**src/rtl/wb_arbiter.sv**
```systemverilog
// -----------------------------------------------------------------------------
// wb_arbiter
//   Write-port arbiter and long-op scoreboard placed directly in front of the
//   register file write port. Merges the in-order MEM/WB writeback with
//   results from a multicycle long-op unit (mul/div). Long-op results are
//   queued in a small FIFO and written when the pipeline leaves the port free.
//   A starvation FSM forces a drain after too many blocked cycles. A busy
//   scoreboard tracks outstanding long-op destinations and stalls decode on
//   RAW/WAW hazards against them.
//
// Optional feature (compile-time macro WB_BYPASS_EN):
//   When defined, an accepted long-op result skips the FIFO and is written at
//   the next edge if the FIFO is empty, the FSM is NORMAL and the pipeline
//   does not win that cycle. When undefined, every result goes through the
//   FIFO.
//
// Ports:
//   CLK, RST                     clock, synchronous active-high reset
//   pipe_wen/pipe_wsel/pipe_wdat pipeline writeback request (wsel=0 ignored)
//   lop_issue/lop_dest           long-op issue, marks lop_dest busy
//   lop_valid/lop_ready          long-op result handshake
//   lop_rsel/lop_rdat            long-op result destination/data
//   chk_rs/chk_rt/chk_rd/chk_rd_en  decode operands for hazard check
//   stall                        combinational decode stall
//   rf_wen/rf_wsel/rf_wdat       registered register file write port
//   busy                         scoreboard bit vector
// -----------------------------------------------------------------------------
module wb_arbiter #(
  parameter int NREGS      = 32,
  parameter int WIDTH      = 32,
  parameter int PEND_DEPTH = 2,
  parameter int STARVE_MAX = 8
) (
  input  logic                      CLK,
  input  logic                      RST,
  input  logic                      pipe_wen,
  input  logic [$clog2(NREGS)-1:0]  pipe_wsel,
  input  logic [WIDTH-1:0]          pipe_wdat,
  input  logic                      lop_issue,
  input  logic [$clog2(NREGS)-1:0]  lop_dest,
  input  logic                      lop_valid,
  output logic                      lop_ready,
  input  logic [$clog2(NREGS)-1:0]  lop_rsel,
  input  logic [WIDTH-1:0]          lop_rdat,
  input  logic [$clog2(NREGS)-1:0]  chk_rs,
  input  logic [$clog2(NREGS)-1:0]  chk_rt,
  input  logic [$clog2(NREGS)-1:0]  chk_rd,
  input  logic                      chk_rd_en,
  output logic                      stall,
  output logic                      rf_wen,
  output logic [$clog2(NREGS)-1:0]  rf_wsel,
  output logic [WIDTH-1:0]          rf_wdat,
  output logic [NREGS-1:0]          busy
);

  localparam int SELW = $clog2(NREGS);
  localparam int PW   = (PEND_DEPTH > 1) ? $clog2(PEND_DEPTH) : 1;
  localparam int CW   = $clog2(PEND_DEPTH + 1);
  localparam int SCW  = $clog2(STARVE_MAX + 1);

  localparam logic [CW-1:0]   DEPTH_C  = CW'(PEND_DEPTH);
  localparam logic [SCW-1:0]  STARVE_C = SCW'(STARVE_MAX);
  localparam logic [SELW-1:0] SEL_ZERO = {SELW{1'b0}};

  typedef enum logic [0:0] {
    ST_NORMAL = 1'b0,
    ST_DRAIN  = 1'b1
  } state_e;

  // Scoreboard lookup; register 0 is never considered busy.
  function automatic logic busy_hit(input logic [SELW-1:0] sel,
                                    input logic [NREGS-1:0] vec);
    return (sel != SEL_ZERO) && vec[sel];
  endfunction

  // ---------------------------------------------------------------------------
  // State
  // ---------------------------------------------------------------------------
  state_e            state_q, state_d;
  logic [SCW-1:0]    starve_q, starve_d;
  logic [CW-1:0]     count_q, count_d;
  logic [PW-1:0]     head_q, head_d;
  logic [PW-1:0]     tail_q, tail_d;
  logic [SELW-1:0]   fifo_sel_q [PEND_DEPTH];
  logic [SELW-1:0]   fifo_sel_d [PEND_DEPTH];
  logic [WIDTH-1:0]  fifo_dat_q [PEND_DEPTH];
  logic [WIDTH-1:0]  fifo_dat_d [PEND_DEPTH];
  logic [NREGS-1:0]  busy_q, busy_d;
  logic              rf_wen_q, rf_wen_d;
  logic [SELW-1:0]   rf_wsel_q, rf_wsel_d;
  logic [WIDTH-1:0]  rf_wdat_q, rf_wdat_d;

  // ---------------------------------------------------------------------------
  // Handshake and request qualification
  // ---------------------------------------------------------------------------
  logic pipe_req_s;
  logic fifo_empty_s;
  logic lop_ready_s;
  logic lop_hs_s;
  logic lop_keep_s;
  logic pipe_win_s;
  logic pop_s;
  logic push_s;
  logic bypass_s;

  assign pipe_req_s   = pipe_wen && (pipe_wsel != SEL_ZERO);
  assign fifo_empty_s = (count_q == {CW{1'b0}});
  assign lop_ready_s  = !RST && (count_q < DEPTH_C);
  assign lop_hs_s     = lop_valid && lop_ready_s;
  // A handshake to register 0 is consumed and dropped.
  assign lop_keep_s   = lop_hs_s && (lop_rsel != SEL_ZERO);

`ifdef WB_BYPASS_EN
  assign bypass_s = lop_keep_s && fifo_empty_s && (state_q == ST_NORMAL) && !pipe_req_s;
`else
  assign bypass_s = 1'b0;
`endif

  assign push_s = lop_keep_s && !bypass_s;

  // Arbitration: pipeline first in NORMAL, FIFO head first in DRAIN.
  always_comb begin
    pipe_win_s = 1'b0;
    pop_s      = 1'b0;
    case (state_q)
      ST_NORMAL: begin
        if (pipe_req_s) begin
          pipe_win_s = 1'b1;
        end else if (!fifo_empty_s) begin
          pop_s = 1'b1;
        end else begin
          pop_s = 1'b0;
        end
      end
      ST_DRAIN: begin
        if (!fifo_empty_s) begin
          pop_s = 1'b1;
        end else begin
          pipe_win_s = pipe_req_s;
        end
      end
      default: begin
        pipe_win_s = 1'b0;
        pop_s      = 1'b0;
      end
    endcase
  end

  // FIFO storage, pointers and occupancy.
  always_comb begin
    fifo_sel_d = fifo_sel_q;
    fifo_dat_d = fifo_dat_q;
    head_d     = head_q;
    tail_d     = tail_q;
    count_d    = count_q;
    if (push_s) begin
      fifo_sel_d[tail_q] = lop_rsel;
      fifo_dat_d[tail_q] = lop_rdat;
      tail_d             = tail_q + PW'(1);
    end else begin
      tail_d = tail_q;
    end
    if (pop_s) begin
      head_d = head_q + PW'(1);
    end else begin
      head_d = head_q;
    end
    case ({push_s, pop_s})
      2'b10:   count_d = count_q + CW'(1);
      2'b01:   count_d = count_q - CW'(1);
      default: count_d = count_q;
    endcase
  end

  // Next register-file write; zeroed when no source wins.
  always_comb begin
    rf_wen_d  = 1'b0;
    rf_wsel_d = SEL_ZERO;
    rf_wdat_d = {WIDTH{1'b0}};
    if (pipe_win_s) begin
      rf_wen_d  = 1'b1;
      rf_wsel_d = pipe_wsel;
      rf_wdat_d = pipe_wdat;
    end else if (pop_s) begin
      rf_wen_d  = 1'b1;
      rf_wsel_d = fifo_sel_q[head_q];
      rf_wdat_d = fifo_dat_q[head_q];
    end else if (bypass_s) begin
      rf_wen_d  = 1'b1;
      rf_wsel_d = lop_rsel;
      rf_wdat_d = lop_rdat;
    end else begin
      rf_wen_d  = 1'b0;
    end
  end

  // Scoreboard: clears from pops/bypass first so a same-cycle set wins.
  always_comb begin
    busy_d = busy_q;
    if (pop_s) begin
      busy_d[fifo_sel_q[head_q]] = 1'b0;
    end else begin
      busy_d = busy_d;
    end
    if (bypass_s) begin
      busy_d[lop_rsel] = 1'b0;
    end else begin
      busy_d = busy_d;
    end
    if (lop_issue && (lop_dest != SEL_ZERO)) begin
      busy_d[lop_dest] = 1'b1;
    end else begin
      busy_d = busy_d;
    end
    busy_d[0] = 1'b0;
  end

  // Starvation counter and NORMAL/DRAIN transitions.
  always_comb begin
    state_d  = state_q;
    starve_d = starve_q;
    case (state_q)
      ST_NORMAL: begin
        if (pop_s || fifo_empty_s) begin
          starve_d = {SCW{1'b0}};
        end else if (pipe_win_s) begin
          starve_d = starve_q + SCW'(1);
        end else begin
          starve_d = starve_q;
        end
        // Enter DRAIN on the same edge the counter reaches the limit.
        if (starve_d == STARVE_C) begin
          state_d = ST_DRAIN;
        end else begin
          state_d = ST_NORMAL;
        end
      end
      ST_DRAIN: begin
        if (pop_s) begin
          state_d  = ST_NORMAL;
          starve_d = {SCW{1'b0}};
        end else begin
          state_d  = ST_DRAIN;
        end
      end
      default: begin
        state_d  = ST_NORMAL;
        starve_d = {SCW{1'b0}};
      end
    endcase
  end

  // All state registers with synchronous reset.
  always_ff @(posedge CLK) begin
    if (RST) begin
      state_q   <= ST_NORMAL;
      starve_q  <= {SCW{1'b0}};
      count_q   <= {CW{1'b0}};
      head_q    <= {PW{1'b0}};
      tail_q    <= {PW{1'b0}};
      for (int i = 0; i < PEND_DEPTH; i++) begin
        fifo_sel_q[i] <= SEL_ZERO;
        fifo_dat_q[i] <= {WIDTH{1'b0}};
      end
      busy_q    <= {NREGS{1'b0}};
      rf_wen_q  <= 1'b0;
      rf_wsel_q <= SEL_ZERO;
      rf_wdat_q <= {WIDTH{1'b0}};
    end else begin
      state_q    <= state_d;
      starve_q   <= starve_d;
      count_q    <= count_d;
      head_q     <= head_d;
      tail_q     <= tail_d;
      fifo_sel_q <= fifo_sel_d;
      fifo_dat_q <= fifo_dat_d;
      busy_q     <= busy_d;
      rf_wen_q   <= rf_wen_d;
      rf_wsel_q  <= rf_wsel_d;
      rf_wdat_q  <= rf_wdat_d;
    end
  end

  // ---------------------------------------------------------------------------
  // Outputs
  // ---------------------------------------------------------------------------
  assign lop_ready = lop_ready_s;
  assign stall     = (state_q == ST_DRAIN)
                   || busy_hit(chk_rs, busy_q)
                   || busy_hit(chk_rt, busy_q)
                   || (chk_rd_en && busy_hit(chk_rd, busy_q));
  assign rf_wen    = rf_wen_q;
  assign rf_wsel   = rf_wsel_q;
  assign rf_wdat   = rf_wdat_q;
  assign busy      = busy_q;

endmodule

```
**config.mk**
```make
export PLATFORM = sky130hd
export DESIGN_NAME = wb_arbiter
export DESIGN_NICKNAME = d
export VERILOG_FILES = /design/src/rtl/wb_arbiter.sv
export SDC_FILE = /design/constraint.sdc
export NUM_CORES = 1
export LEC_CHECK = 0
export ABC_AREA = 1
export CORE_MARGIN = 5
export CORE_UTILIZATION = 54
export DETAILED_ROUTE_END_ITERATION = 10
export PLACE_DENSITY = 0.86
export SYNTH_ARGS = -nofsm -noshare
export SYNTH_HDL_FRONTEND = slang
export SYNTH_SLANG_ARGS = --single-unit
```
**constraint.sdc**
```tcl
create_clock -name CLK -period 4.77 [get_ports CLK]
set_clock_uncertainty 0.2 [all_clocks]
set_input_delay 0.7155 -clock CLK [delete_from_list [all_inputs] [get_ports CLK]]
set_output_delay 0.7155 -clock CLK [all_outputs]
set_load 0.005 [all_outputs]
```
==> Flow_metrics.wiki <==
{| class="wikitable"
! Metric !! Value
|-
| Endpoints failing setup || 0
|-
| Met2 WL post-DR || 9.97 mm
|-
| Pin count of the biggest net entering global routing || 69
|-
| Initial antenna violation count || 0
|-
| Crit path max fanout || 17
|-
| # rows || 42
|-
| Average via count per standard cell || 5.42
|-
| Clock sink count || 152
|-
| Placed wire-length estimate after detailed placement || approximately 15 mm
|-
| Area inside the core boundary || roughly 13000 sq um
|-
| Crit end category || output pin
|-
| Detailed-router iteration count before antenna repair || 5
|-
| Clock Tree Buf Depth || 2
|-
| Net Sw Power || 1.06 mW
|-
| Width of the die || 125 um
|-
| FF-to-FF End || count_q[1]
|-
| Vertical extent of the die || ~130 um
|-
| Min cycle time layout || 4.03 ns
|-
| Final Cell Area || 9440 sq um
|-
| Final period utilization || 84.6%
|-
| Status || completed
|-
| Routed wirelength normalized by instance count || 15.3 um
|-
| Fin Setup TNS || 0 ns
|-
| Number of inserted diodes || 0
|-
| Lkg Pwr || 3.64 nW
|-
| Setup Crit Path Kind || in2out
|-
| Post-synth top flop || dfxtp_1
|-
| Fraction of power consumed by combinational cells || 20.6%
|-
| Detailed-route wire length || around 22 mm
|-
| Endpoint of the worst setup timing path || stall
|-
| Area occupied by multi-input gates || 3430 sq um
|-
| Met3 wirelength from detailed routing || between 2 and 2.5 mm
|-
| Internal power component || 2.42 mW
|-
| Number of flip-flops and latches in the synthesized netlist || 152
|-
| Number of post-CTS setup repair buffers || 0
|-
| Required time reported for the critical path endpoint || 3.85 ns
|-
| Number of buffers inserted by hold repair at cts || 0
|-
| Number of maximum-capacitance constraint violations || 0
|-
| Ratio of cells with drive above 1 in the final layout || 4.91%
|-
| Crit path launch type || input port
|-
| Worst Reg-to-Reg Cells || 11
|-
| Hold path startpoint || fifo_dat_q[42]
|-
| Sequential Power Share || 40.4%
|-
| WHS Path Cells || 2
|-
| Highest clock frequency the design can meet || around 250 MHz
|-
| Setup repair after global routing missed its margin || no
|-
| Avg Synthesized Cell Area || approximately 6.6 sq um
|-
| RD Place Congestion || 1.00
|-
| Worst hold path class || reg2reg
|-
| Fin. max-slew vios || 0
|-
| Total placed cells including tap cells || 1386
|-
| Clock tree root buffer cell || clkbuf_16
|-
| Ratio of total power to cell area || 369 nW/um^2
|-
| Hold Slack || 0.245 ns
|-
| Global Route Usage Sum || 27.1%
|-
| Post-synthesis cell area || 7200 sq um
|-
| Commonest cells post-synth || 369 x nand2_1, 154 x a21oi_1, 152 x dfxtp_1
|-
| Non-filler instance count after layout || approximately 1400
|-
| Clock-pin slew of the registers on the worst-case setup and hold paths || 0.06 ns
|-
| Slew @ Worst Pin || a little over 1 ns
|-
| Worst-Skew Late Latency || around 0.42 ns
|-
| Switching part of the total power || ~30%
|-
| Number of filler instances in the final layout || about 1100
|-
| Final standard cell utilization of the core || 71.9%
|-
| Leading area contributor after synthesis || dfxtp_1
|-
| Routed length on met1 || 8.99 mm
|-
| Count of flip-flops with a built-in enable after synthesis || 0
|-
| Unique masters post-synth || 29
|-
| NumNets Final || 1331
|-
| Worst-case vdd ir drop || ~0.25 mV
|-
| Total number of vias || between 7000 and 8000
|-
| Vias in the first global route || 7115
|-
| Cell with the most instances after synthesis || nand2_1
|-
| Placed cell areas || approximately 8800 sq um
|-
| Number of top-level pins || approximately 170
|-
| Reg2Reg Launch Point || count_q[1]
|-
| Share of flip-flops with an asynchronous set or reset || 0%
|-
| Synthesized instance count || 1090
|-
| IO buf count || 170
|-
| Layout overhead on the synthesized area || 31.2%
|-
| H-tree lvl count || 4
|-
| Share of Yosys cell area claimed by the top area cell type || 42.3%
|-
| YS warnings || 0
|-
| Final Hold Viols || 0
|-
| Total CTS buffers || 17
|-
| Launch point of the critical path || chk_rt[0]
|-
| Effective utilization at floorplan || between 50% and 60%
|-
| Share of the yosys chip area belonging to registers || 42.3%
|-
| Number of design rule violations left after detail routing || 0
|-
| Most area-consuming cells after synthesis || dfxtp_1 42%, nand2_1 19%, a21oi_1 11%
|-
| Initial detailed-routing violation count || between 800 and 900
|-
| Total gr overflow || 0
|-
| Net count after synthesis || approximately 1200
|-
| Post-cts repair resize count || 0
|-
| Die area || 15700 sq um
|-
| Remaining number of nets flagged by the antenna check after routing || 0
|-
| Highest Signal Layer || met4
|-
| Wire length of the first global-routing pass || between 30 and 40 mm
|-
| CTS tree || done
|-
| Register cell area after layout || between 3000 and 4000 sq um
|-
| Arrival time at the worst endpoint || 3.12 ns
|-
| Worst reg2reg setup slack || 2.22 ns
|-
| Worst slew margin relative to its limit || between 30% and 40%
|-
| Share of power burned in the clock network || 39.0%
|}
## through the flow
| stage | total power, mW | setup WS [ns] |
|---|---|---|
| 2_1_floorplan | 1.89 | 2.22 |
| 3_3_place_gp | 2.13 | 0.859 |
| 5_1_grt | 3.64 | 0.575 |
| 3_5_place_dp | 2.14 | 0.807 |
| 6_report | 3.48 | 0.736 |
| 4_1_cts | 3.48 | 0.787 |
## power by group through the flow
stage          sequential (mW)  combinational [mW]  clock, mW
2_1_floorplan             1.42               0.477          0
3_3_place_gp              1.43               0.698          0
3_5_place_dp              1.43               0.705          0
4_1_cts                   1.41               0.714       1.36
5_1_grt                   1.42               0.798       1.42
6_report                  1.41               0.718       1.36
## logic make-up after synthesis
| family | share of synthesized area [%] |
|---|---|
| adders and majority gates | 0.347 |
| AOI/OAI and AO/OA | 19.4 |
| DFF | 42.3 |
| other | 0.0521 |
| xor gates and xnor gates | 0.365 |
| and+or+nand+nor | 27.4 |
| buffers and inverters | 10.1 |
## cell usage in the layout, fill, tap and decap left out, types with 3 or more instances in the layout
master	netlist	final
clkbuf_16	0	17
buf_4	8	8
o21ai_1	28	28
nand3_1	61	61
dfxtp_1	152	151
a21oi_1	154	154
nor2_1	40	40
nor3_1	13	13
nor2_2	3	3
inv_1	98	98
nand2_1	369	369
o21ai_0	85	85
clkinvlp_4	0	3
inv_2	10	10
inv_6	0	4
clkdlybuf4s50_1	0	169
o21ai_2	4	4
## worst min path at each step
stage	slack [ns]	end
5_1_grt	0.27	fifo_dat_q[32]
3_5_place_dp	0.24	fifo_dat_q[42]
3_3_place_gp	0.23	fifo_dat_q[40]
6_report	0.24	fifo_dat_q[42]
4_1_cts	0.25	fifo_dat_q[42]
2_1_floorplan	0.22	fifo_dat_q[52]
## sequential cells by signal (all words and copies together) (netlist names)
| signal | flops |
|---|---|
| starve_q | 4 |
| head_q | 1 |
| fifo_sel_q | 10 |
| count_q | 2 |
| tail_q | 1 |
| busy | 31 |
| fifo_dat_q | 64 |
| rf_wdat | 32 |
| rf_wen | 1 |
| rf_wsel | 5 |
| state_q | 1 |
## worst max-delay path: stages
cell             delay, ns
clkdlybuf4s50_1       0.80
inv_1                 0.35
a21oi_1               0.22
o21ai_0               0.10
a21oi_1               0.14
nor2_1                0.05
nor2_1                0.09
nor2_1                0.06
nand3_1               0.07
clkdlybuf4s50_1       0.50
## cell type report
type                    count  share of cell area (%)
clock buffers              20                    4.84
clock inverters            12                    1.47
inverters                 108                    4.29
multi-input cells         773                    36.3
flip-flops and latches    152                    32.2
well taps                 176                    2.33
repair buffers            177                    18.5
## layer usage
| metal | track usage, % | vias up |
|---|---|---|
| met3 | 8.87 | 46 |
| met4 | 8.99 | 0 |
| met2 | 43.7 | 373 |
| met1 | 34.3 | 3477 |
| li1 | - | 3784 |
| met5 | 0 | - |
Note: power is estimated with default switching activity, not from simulation.
